**config.mk**
```make
export PLATFORM = sky130hd
export DESIGN_NAME = fetch_unit
export DESIGN_NICKNAME = d
export VERILOG_FILES = /design/src/rtl/fetch_unit.sv
export SDC_FILE = /design/constraint.sdc
export NUM_CORES = 1
export LEC_CHECK = 0
export CORE_ASPECT_RATIO = 1.2
export CORE_MARGIN = 2
export CORE_UTILIZATION = 33
export DETAILED_ROUTE_END_ITERATION = 7
export PLACE_DENSITY = 0.58
export SYNTH_ARGS = -nofsm -noshare
export SYNTH_HDL_FRONTEND = slang
export SYNTH_SLANG_ARGS = --single-unit
```
**constraint.sdc**
```tcl
create_clock -name clk -period 21.2 [get_ports clk]
set_input_delay 6.36 -clock clk [delete_from_list [all_inputs] [get_ports clk]]
set_output_delay 6.36 -clock clk [all_outputs]
set_load 0.02 [all_outputs]
```
**src/rtl/fetch_unit.sv**
```systemverilog
// fetch_unit: PC generation, instruction-memory request and a 2-entry
// return FIFO presenting {instr, pc} to decode over valid/ready.
//
// Ports:
//   clk, rst            - clock, asynchronous active-high reset
//   imem_en, imem_addr  - read strobe and fetch address (= pc when issuing)
//   imem_rdata          - read data, valid the cycle after imem_en
//   if_valid, if_ready  - decode handshake on the FIFO head
//   if_instr, if_pc     - instruction at FIFO head and its address
//   change_pc, br_target- taken-branch redirect from execute

module fetch_unit #(
    parameter int unsigned       ADDR_W   = 32,
    parameter int unsigned       INSTR_W  = 32,
    parameter logic [ADDR_W-1:0] PC_RESET = '0,
    parameter int unsigned       PC_STEP  = 4
) (
    input  logic               clk,
    input  logic               rst,
    output logic               imem_en,
    output logic [ADDR_W-1:0]  imem_addr,
    input  logic [INSTR_W-1:0] imem_rdata,
    output logic               if_valid,
    input  logic               if_ready,
    output logic [INSTR_W-1:0] if_instr,
    output logic [ADDR_W-1:0]  if_pc,
    input  logic               change_pc,
    input  logic [ADDR_W-1:0]  br_target
);

    logic [ADDR_W-1:0]  pc_q, pc_d;
    logic [INSTR_W-1:0] instr_q [2];
    logic [INSTR_W-1:0] instr_d [2];
    logic [ADDR_W-1:0]  epc_q [2];
    logic [ADDR_W-1:0]  epc_d [2];
    logic               wr_ptr_q, wr_ptr_d;
    logic               rd_ptr_q, rd_ptr_d;
    logic [1:0]         count_q, count_d;
    logic               inflight_q, inflight_d;
    logic [ADDR_W-1:0]  inflight_pc_q, inflight_pc_d;
    logic               squash_q, squash_d;

    logic               valid;
    logic               pop;
    logic               push;
    logic               issue;
    logic [2:0]         occ;

    // Handshake and issue decision.
    always_comb begin
        // A redirect hides the head so nothing from the old path is consumed.
        valid = (count_q != 2'd0) & ~change_pc;
        pop   = valid & if_ready;
        // Returning data is dropped if it was squashed or a redirect lands now.
        push  = inflight_q & ~squash_q & ~change_pc;
        // Slots promised after this edge: entries plus data still to return.
        occ   = {1'b0, count_q} + {2'b00, inflight_q} - {2'b00, pop};
        issue = ~rst & (occ < 3'd2);
    end

    assign imem_en   = issue;
    assign imem_addr = pc_q;
    assign if_valid  = valid;
    assign if_instr  = instr_q[rd_ptr_q];
    assign if_pc     = epc_q[rd_ptr_q];

    // Next-state logic.
    always_comb begin
        pc_d          = pc_q;
        instr_d       = instr_q;
        epc_d         = epc_q;
        wr_ptr_d      = wr_ptr_q;
        rd_ptr_d      = rd_ptr_q;
        count_d       = count_q;
        inflight_d    = issue;
        inflight_pc_d = pc_q;
        // A fetch issued alongside a redirect belongs to the old path.
        squash_d      = change_pc & issue;

        if (push) begin
            instr_d[wr_ptr_q] = imem_rdata;
            epc_d[wr_ptr_q]   = inflight_pc_q;
            wr_ptr_d          = ~wr_ptr_q;
        end
        if (pop) begin
            rd_ptr_d = ~rd_ptr_q;
        end
        count_d = count_q + {1'b0, push} - {1'b0, pop};

        if (change_pc) begin
            count_d  = 2'd0;
            wr_ptr_d = 1'b0;
            rd_ptr_d = 1'b0;
            pc_d     = br_target;
        end else if (issue) begin
            pc_d = pc_q + ADDR_W'(PC_STEP);
        end
    end

    always_ff @(posedge clk or posedge rst) begin
        if (rst) begin
            pc_q          <= PC_RESET;
            for (int i = 0; i < 2; i++) begin
                instr_q[i] <= '0;
                epc_q[i]   <= '0;
            end
            wr_ptr_q      <= 1'b0;
            rd_ptr_q      <= 1'b0;
            count_q       <= 2'd0;
            inflight_q    <= 1'b0;
            inflight_pc_q <= '0;
            squash_q      <= 1'b0;
        end else begin
            pc_q          <= pc_d;
            instr_q       <= instr_d;
            epc_q         <= epc_d;
            wr_ptr_q      <= wr_ptr_d;
            rd_ptr_q      <= rd_ptr_d;
            count_q       <= count_d;
            inflight_q    <= inflight_d;
            inflight_pc_q <= inflight_pc_d;
            squash_q      <= squash_d;
        end
    end

endmodule

```
==> metrics.md, run 1 <==
| Metric | Value |
|---|---|
| Status | `finished, final reports clean` |
| Die area | `roughly 0.027 mm²` |
| H-tree Lvls | `4` |
| Clock slew at reported path FFs | `0.07 ns` |
| Sequential fraction of the synthesis area | `around 58%` |
| Hold-fix buffers, CTS | `0` |
| Share of cells above drive strength 1 | `30.1%` |
| Clock Power Share | `20.1%` |
| Antenna Cells | `0` |
| Detail Route Antenna Nets | `0` |
| DRC violations left | `0` |
| HP Class | `reg -> reg` |
| Die extent in y | `roughly 180 µm` |
| CP required | `~15 ns` |
| Total clock buffers created by CTS | `17` |
| HP Start | `imem_addr[21]` |
| Via Count | `~5600` |
| Area contributors post-synth | `dfrtp_1, mux2_2, or4_1, a31oi_1, o31ai_1` |
| Worst hold stages | `0` |
| Initial antenna violation count | `0` |
| Area growth from synthesis to layout | `29.8%` |
| Fillers | `2378` |
| #FFs+latches synth | `between 150 and 200` |
| Fin nets | `852` |
| Synth area leader | `dfrtp_1` |
| Slew headroom | `~30%` |
| DR iter-0 viols | `about 280` |
| Worst R2R Start | `count_q[1]` |
| Max Fclk | `63.0 MHz` |
| Worst R2R Path Depth | `10` |
| Part of the power in registers | `38.6%` |
| Global route overflow | `0` |
| WL per Instance | `18.0 µm` |
| Sw frac | `33.2%` |
| Synth Flop Type | `dfrtp_1` |
| Gpl congestion | `0.793` |
| CP Launch Type | `input pin` |
| Row cnt | `64` |
| Vias in the first global route | `5756` |
| Psw | `roughly 0.00053 W` |
| Share of the synthesized area in the top cell type | `between 50% and 60%` |
| Final Skew | `about 0.013 ns` |
| Post-synthesis compound-gate area fraction | `~3.9%` |
| Clk buf depth | `2` |
| CP Capture Type | `output port` |
| Adder-cell share of the synthesized area | `less than 1%` |
| Fin. Hold Viols | `0` |
| Initial Util | `between 30% and 40%` |
| DR vias/cell | `4.99` |
| Ys Warns | `0` |
| CTS sink cnt | `between 150 and 200` |
| Post_cts resized | `0` |
| Number of synthesized flops with an enable pin | `0` |
| Syn_nets | `between 600 and 700` |
| First-pass iteration count of the detailed router | `4` |
| PD cells | `between 100 and 150 mW/mm²` |
| Arr. time, crit path | `about 9.5 ns` |
| Post-synth cell types | `40` |
| CTS tree | `done` |
| Chip Width | `151 µm` |
| Final period util | `74.8%` |
| Largest net degree at the start of global routing | `about 130` |
| DRT Wirelength | `slightly above 20 mm` |
| HPWL Detailed | `13.0 mm` |
| Max Cap Viol | `0` |
| Global Route Usage Sum | `15.3%` |
| Combinational share of power | `41.4%` |
| R2R Path End | `imem_addr[24]` |
| Leak | `between 4 and 5 nW` |
| Worst-Margin Slew | `~1.1 ns` |
| Largest family of logic cells by synthesized area | `multiplexers` |
| Worst IR drop on VDD | `approximately 73 µV` |
| CTS Root Cell | `clkbuf_16` |
| Simple-gate share of the synthesized area | `just over 8%` |
| Inst Count DP | `around 1100` |
| Post-Synthesis Cell Area | `around 0.0086 mm²` |
| Crit Path Class | `in -> out` |
| Internal | `0.00107 W` |
| Flop2flop setup slack | `around 18 ns` |
| Setup Buffers After CTS | `0` |
| Ys async rst share | `100%` |
| Port bufs | `between 150 and 200` |
| CP max FO | `33` |
| First-pass GRT wire length | `approximately 32 mm` |
| Post-Syn Area per Cell | `between 10 and 15 µm²` |
| Final Setup Violations | `0` |
| Final slew viol count | `0` |
| Ports | `166` |
| Hold Path Sink | `inflight_pc_q[21]` |
| Finished Layout Cells | `around 1100` |
| Setup TNS | `0 ns` |
| Core area | `around 0.026 mm²` |
| Fraction of synthesized cell area in xor and xnor cells | `roughly 1.3%` |
| Cells after Synth | `622` |
| Clock latency on the worst-skew pair | `~0.44 ns` |
| Post-route minimum period | `between 15 and 20 ns` |
| Proportion of synthesized area in mux cells | `25.9%` |
| RSZ-0062 raised after global routing | `false` |
[layout make-up]
type	count	area, µm²	area share, %
clock buffer	17	425	3.83
clock inverter	13	149	1.34
inverter	6	30.0	0.270
multi-input combinational	386	3460	31.1
sequential	198	4960	44.6
tap	330	413	3.71
timing repair buffer	170	1690	15.2
[cell usage after synthesis (4+ instances only)]
master and count:
o31ai_1 11, or4_1 17, inv_1 6, xnor2_1 5, nand2_1 21, ha_1 4, o211ai_1 4, or3_1 8
mux2_2 195, a31oi_1 16, and3_1 7, clkbuf_1 15, nor2b_1 5, nand4_1 10, nand3_1 14, and2_1 4
buf_2 15, nor2_1 21, o21ai_0 12, xor2_1 5, dfrtp_1 198
[sequential cells by signal (all words and copies together), names as in the netlist]
signal,cells
count_q,2
epc_q,64
imem_addr,32
inflight_pc_q,32
inflight_q,1
instr_q,64
rd_ptr_q,1
squash_q,1
wr_ptr_q,1
[routing by layer]
| metal | wire (µm) | GRT usage, % | share of wire [%] |
|---|---|---|---|
| met2 | 9640 | 24.8 | 48 |
| met5 | 0 | 0 | 0 |
| met3 | 1250 | 4.51 | 6.2 |
| met1 | 9000 | 20.0 | 45 |
| met4 | 239 | 4.26 | 1.2 |
[logic make-up (layout without fill, tap and decap cells)]
group | after synthesis | count (layout)
flip-flops | 198 | 198
multiplexers | 197 | 197
AND/OR/NAND/NOR | 123 | 123
AO/OA/AOI/OAI | 50 | 50
buffers and inverters | 38 | 206
XOR/XNOR | 11 | 11
adder cells (fa/ha/maj) | 5 | 5
[critical path, cell delays in order]
cell	delay (ns)
clkdlybuf4s50_1	0.45
buf_4	0.31
nor2_1	0.10
and2_1	0.20
ha_1	0.27
nand2b_1	0.16
fa_1	0.49
xor2_1	0.20
nor2_1	0.28
clkdlybuf4s50_1	0.67
[stage by stage]
step / setup WS, ns / total power (W) / hold WS, ns / cell area (µm²) / util [%]
3_3_place_gp: 5.37 / 0.00129 / 0.441 / 10500 / 41.3
2_1_floorplan: 6.25 / 0.00102 / 0.474 / 8570 / -
3_5_place_dp: 5.34 / 0.00129 / 0.427 / 10500 / 41.3
4_1_cts: 5.32 / 0.00162 / 0.448 / 11100 / 43.5
6_report: 5.34 / 0.00160 / 0.452 / 11100 / 43.5
5_1_grt: 5.12 / 0.00169 / 0.468 / 11100 / 43.5
[cells in the final DEF (no fill, tap or decap), types with 3 or more instances in the layout]
master,count
o21ai_0,12
clkdlybuf4s50_1,165
o31ai_1,11
dfrtp_1,197
clkbuf_16,17
nand4_1,10
inv_6,4
nand2b_1,3
nor2b_1,5
inv_1,5
a31oi_1,16
buf_4,5
nor2_1,21
xor2_1,5
nand2_1,21
nand3_1,14
and4_1,3
a211o_1,3
nor3_1,3
ha_1,4
clkinvlp_4,5
or3_1,8
mux2_2,195
o211ai_1,4
xnor2_1,5
and3_1,6
or4_1,17
and2_1,4
[power groups by stage]
stage | registers [W] | logic (W) | clock network [W]
6_report | 0.000615 | 0.000660 | 0.000321
5_1_grt | 0.000640 | 0.000707 | 0.000348
4_1_cts | 0.000619 | 0.000671 | 0.000332
3_5_place_dp | 0.000626 | 0.000668 | 0
3_3_place_gp | 0.000623 | 0.000662 | 0
2_1_floorplan | 0.000587 | 0.000428 | 0
[how the worst max path moves through the flow]
stage	from	end	depth (start not counted)
2_1_floorplan	change_pc	imem_en	8
3_3_place_gp	change_pc	imem_en	10
3_5_place_dp	change_pc	imem_en	10
4_1_cts	change_pc	imem_en	10
5_1_grt	change_pc	imem_en	10
6_report	change_pc	imem_en	10
Note: power is estimated with default switching activity, not from simulation.
==> run 2: changes to the inputs <==
Settings changed: PLACE_DENSITY 0.58 to 0.6.
Clock period 21.2 ns to 13.9 ns, I/O delays scaled along.
==> run 2 against run 1 <==
  * Routed wire length fell by 1.4%
  * Highest routed layer unchanged
  * Cell count barely moved
  * Largest cell class unchanged
  * Worst setup slack got worse by 2.7 ns
  * Die area did not move
  * Via count rose by 0.61%
  * Combinational power rose by 51%
  * Largest power group unchanged
  * Utilization barely moved
  * Flip-flop and latch count did not move
==> metrics.md, run 2 (synthesized netlist as in run 1, its figures left out) <==
| Metric | Value |
|---|---|
| CTS sink cnt | `198` |
| Worst R2R Start | `count_q[1]` |
| Detail Route Antenna Nets | `0` |
| Worst IR drop on VDD | `89.6 µV` |
| Fillers | `about 2400` |
| CP Launch Type | `input pin` |
| HP Class | `reg -> reg` |
| HPWL Detailed | `between 10 and 15 mm` |
| Max Cap Viol | `0` |
| Post_cts resized | `0` |
| Finished Core Util | `~44%` |
| Crit Path Class | `in -> out` |
| Share of cells above drive strength 1 | `between 30 and 40%` |
| Global route overflow | `0` |
| Final slew viol count | `0` |
| CP required | `9.73 ns` |
| Final Setup Violations | `0` |
| HP Start | `imem_addr[0]` |
| Chip Width | `between 150 and 200 µm` |
| Combinational share of power | `41.0%` |
| CTS tree | `done` |
| DR iter-0 viols | `214` |
| Fin. Hold Viols | `0` |
| Die area | `about 0.027 mm²` |
| Slew headroom | `~30%` |
| Clock latency on the worst-skew pair | `about 0.43 ns` |
| Most frequent standard cell in the layout excluding fill and tap cells | `dfrtp_1` |
| Initial Util | `roughly a third` |
| Fin nets | `around 850` |
| Area growth from synthesis to layout | `29.9%` |
| DRT Wirelength | `19.8 mm` |
| Setup TNS | `0 ns` |
| Gpl congestion | `roughly 0.7` |
| Via Count | `between 5000 and 6000` |
| Largest registers | `epc_q: 64 flops, instr_q: 64 flops` |
| Most frequent cells in the layout | `dfrtp_1, mux2_2, clkdlybuf4s50_1` |
| Post-route minimum period | `about 11 ns` |
| Final period util | `between 80% and 90%` |
| WL per Instance | `17.7 µm` |
| Total clock buffers created by CTS | `17` |
| Core area | `0.0255 mm²` |
| Global Route Usage Sum | `15.0%` |
| Port bufs | `between 150 and 200` |
| Arr. time, crit path | `7.13 ns` |
| Worst-Margin Slew | `between 1 and 1.5 ns` |
| R2R Path End | `imem_addr[20]` |
| Part of the power in registers | `about two fifths` |
| Antenna Cells | `0` |
| Register area | `0.00496 mm²` |
| Clock slew at reported path FFs | `around 0.07 ns` |
| RSZ-0062 raised after global routing | `false` |
| DRC violations left | `0` |
| Area occupied by multi-input gates | `between 0.003 and 0.004 mm²` |
| First-pass GRT wire length | `between 30 and 40 mm` |
| Die extent in y | `roughly 180 µm` |
| Clk buf depth | `2` |
| Ports | `166` |
| Worst R2R Path Depth | `10` |
| Initial antenna violation count | `0` |
| Setup Buffers After CTS | `0` |
| First-pass iteration count of the detailed router | `4` |
| Row cnt | `64` |
| CTS Root Cell | `clkbuf_16` |
| Internal | `between 0.0015 and 0.002 W` |
| CP max FO | `4` |
| Flop2flop setup slack | `about 10 ns` |
| Psw | `0.000809 W` |
| Vias in the first global route | `around 5700` |
| Clock Power Share | `approximately a fifth` |
| Post-Route Hold Slack | `between 0.4 and 0.5 ns` |
| CP Capture Type | `output port` |
| Largest net degree at the start of global routing | `~120` |
| Final Skew | `around 0.015 ns` |
| Leak | `4.47 nW` |
| Sw frac | `approximately 33%` |
| Worst hold stages | `0` |
| Max Fclk | `a little under 90 MHz` |
| Hold-fix buffers, CTS | `0` |
| Hold Path Sink | `inflight_pc_q[0]` |
| H-tree Lvls | `4` |
| DR vias/cell | `~5` |
| PD cells | `between 200 and 250 mW/mm²` |
| Status | `finished, final reports clean` |
## run 2: cell count changes in the layout (fill, tap and decap cells not counted), sizes merged
cell / change
clkbuf: +3
clkinv: +3
clkinvlp: -3
buf: -1
bufinv: -1
## run 2: worst max-delay path by stage
stage	start	to	slack [ns]	depth (start not counted)
after floorplan	change_pc	imem_en	3.33	8
after global routing	change_pc	imem_en	2.34	9
after detailed placement	change_pc	imem_en	2.54	9
final	change_pc	imem_en	2.60	9
after CTS	change_pc	imem_en	2.53	9
after global placement	change_pc	imem_en	2.55	9
## run 2: cell type report
type | count | area share, %
timing repair buffer | 169 | 15.1
tap | 330 | 3.71
sequential | 198 | 44.5
inverter | 6 | 0.270
multi-input combinational | 386 | 31.0
clock inverter | 12 | 1.23
clock buffer | 20 | 4.10
## run 2: worst max-delay path, stage by stage
cell and delay, ns:
clkdlybuf4s50_1 0.51, nor2_1 0.19, and2_1 0.21, ha_1 0.24, nand2b_1 0.15, fa_1 0.47, xor2_1 0.19, nor2_1 0.32
clkdlybuf4s50_1 0.68
## run 2: through the flow
step           std cells  instance area, µm²  power, W  worst slack (ns)
2_1_floorplan        622                8570   0.00155              3.33
3_3_place_gp        1089               10500   0.00195              2.55
3_5_place_dp        1089               10500   0.00196              2.54
4_1_cts             1121               11100   0.00247              2.53
5_1_grt             1121               11100   0.00258              2.34
6_report            1121               11100   0.00243              2.60
## run 2: power groups by stage
| stage | Clock (W) | Sequential, W | Combinational [W] |
|---|---|---|---|
| floorplan | 0 | 0.000896 | 0.000653 |
| global placement | 0 | 0.000945 | 0.00100 |
| detailed placement | 0 | 0.000951 | 0.00101 |
| CTS | 0.000518 | 0.000940 | 0.00101 |
| global route | 0.000542 | 0.000970 | 0.00107 |
| finish | 0.000501 | 0.000935 | 0.000997 |
## run 2: per-layer routing
| metal | track usage (%) | routed length (µm) | up-vias |
|---|---|---|---|
| met5 | 0 | 0 | - |
| met4 | 4.15 | 250 | 0 |
| met3 | 4.63 | 1250 | 17 |
| met2 | 23.9 | 9430 | 149 |
| met1 | 19.8 | 8910 | 2863 |
| li1 | - | - | 2599 |
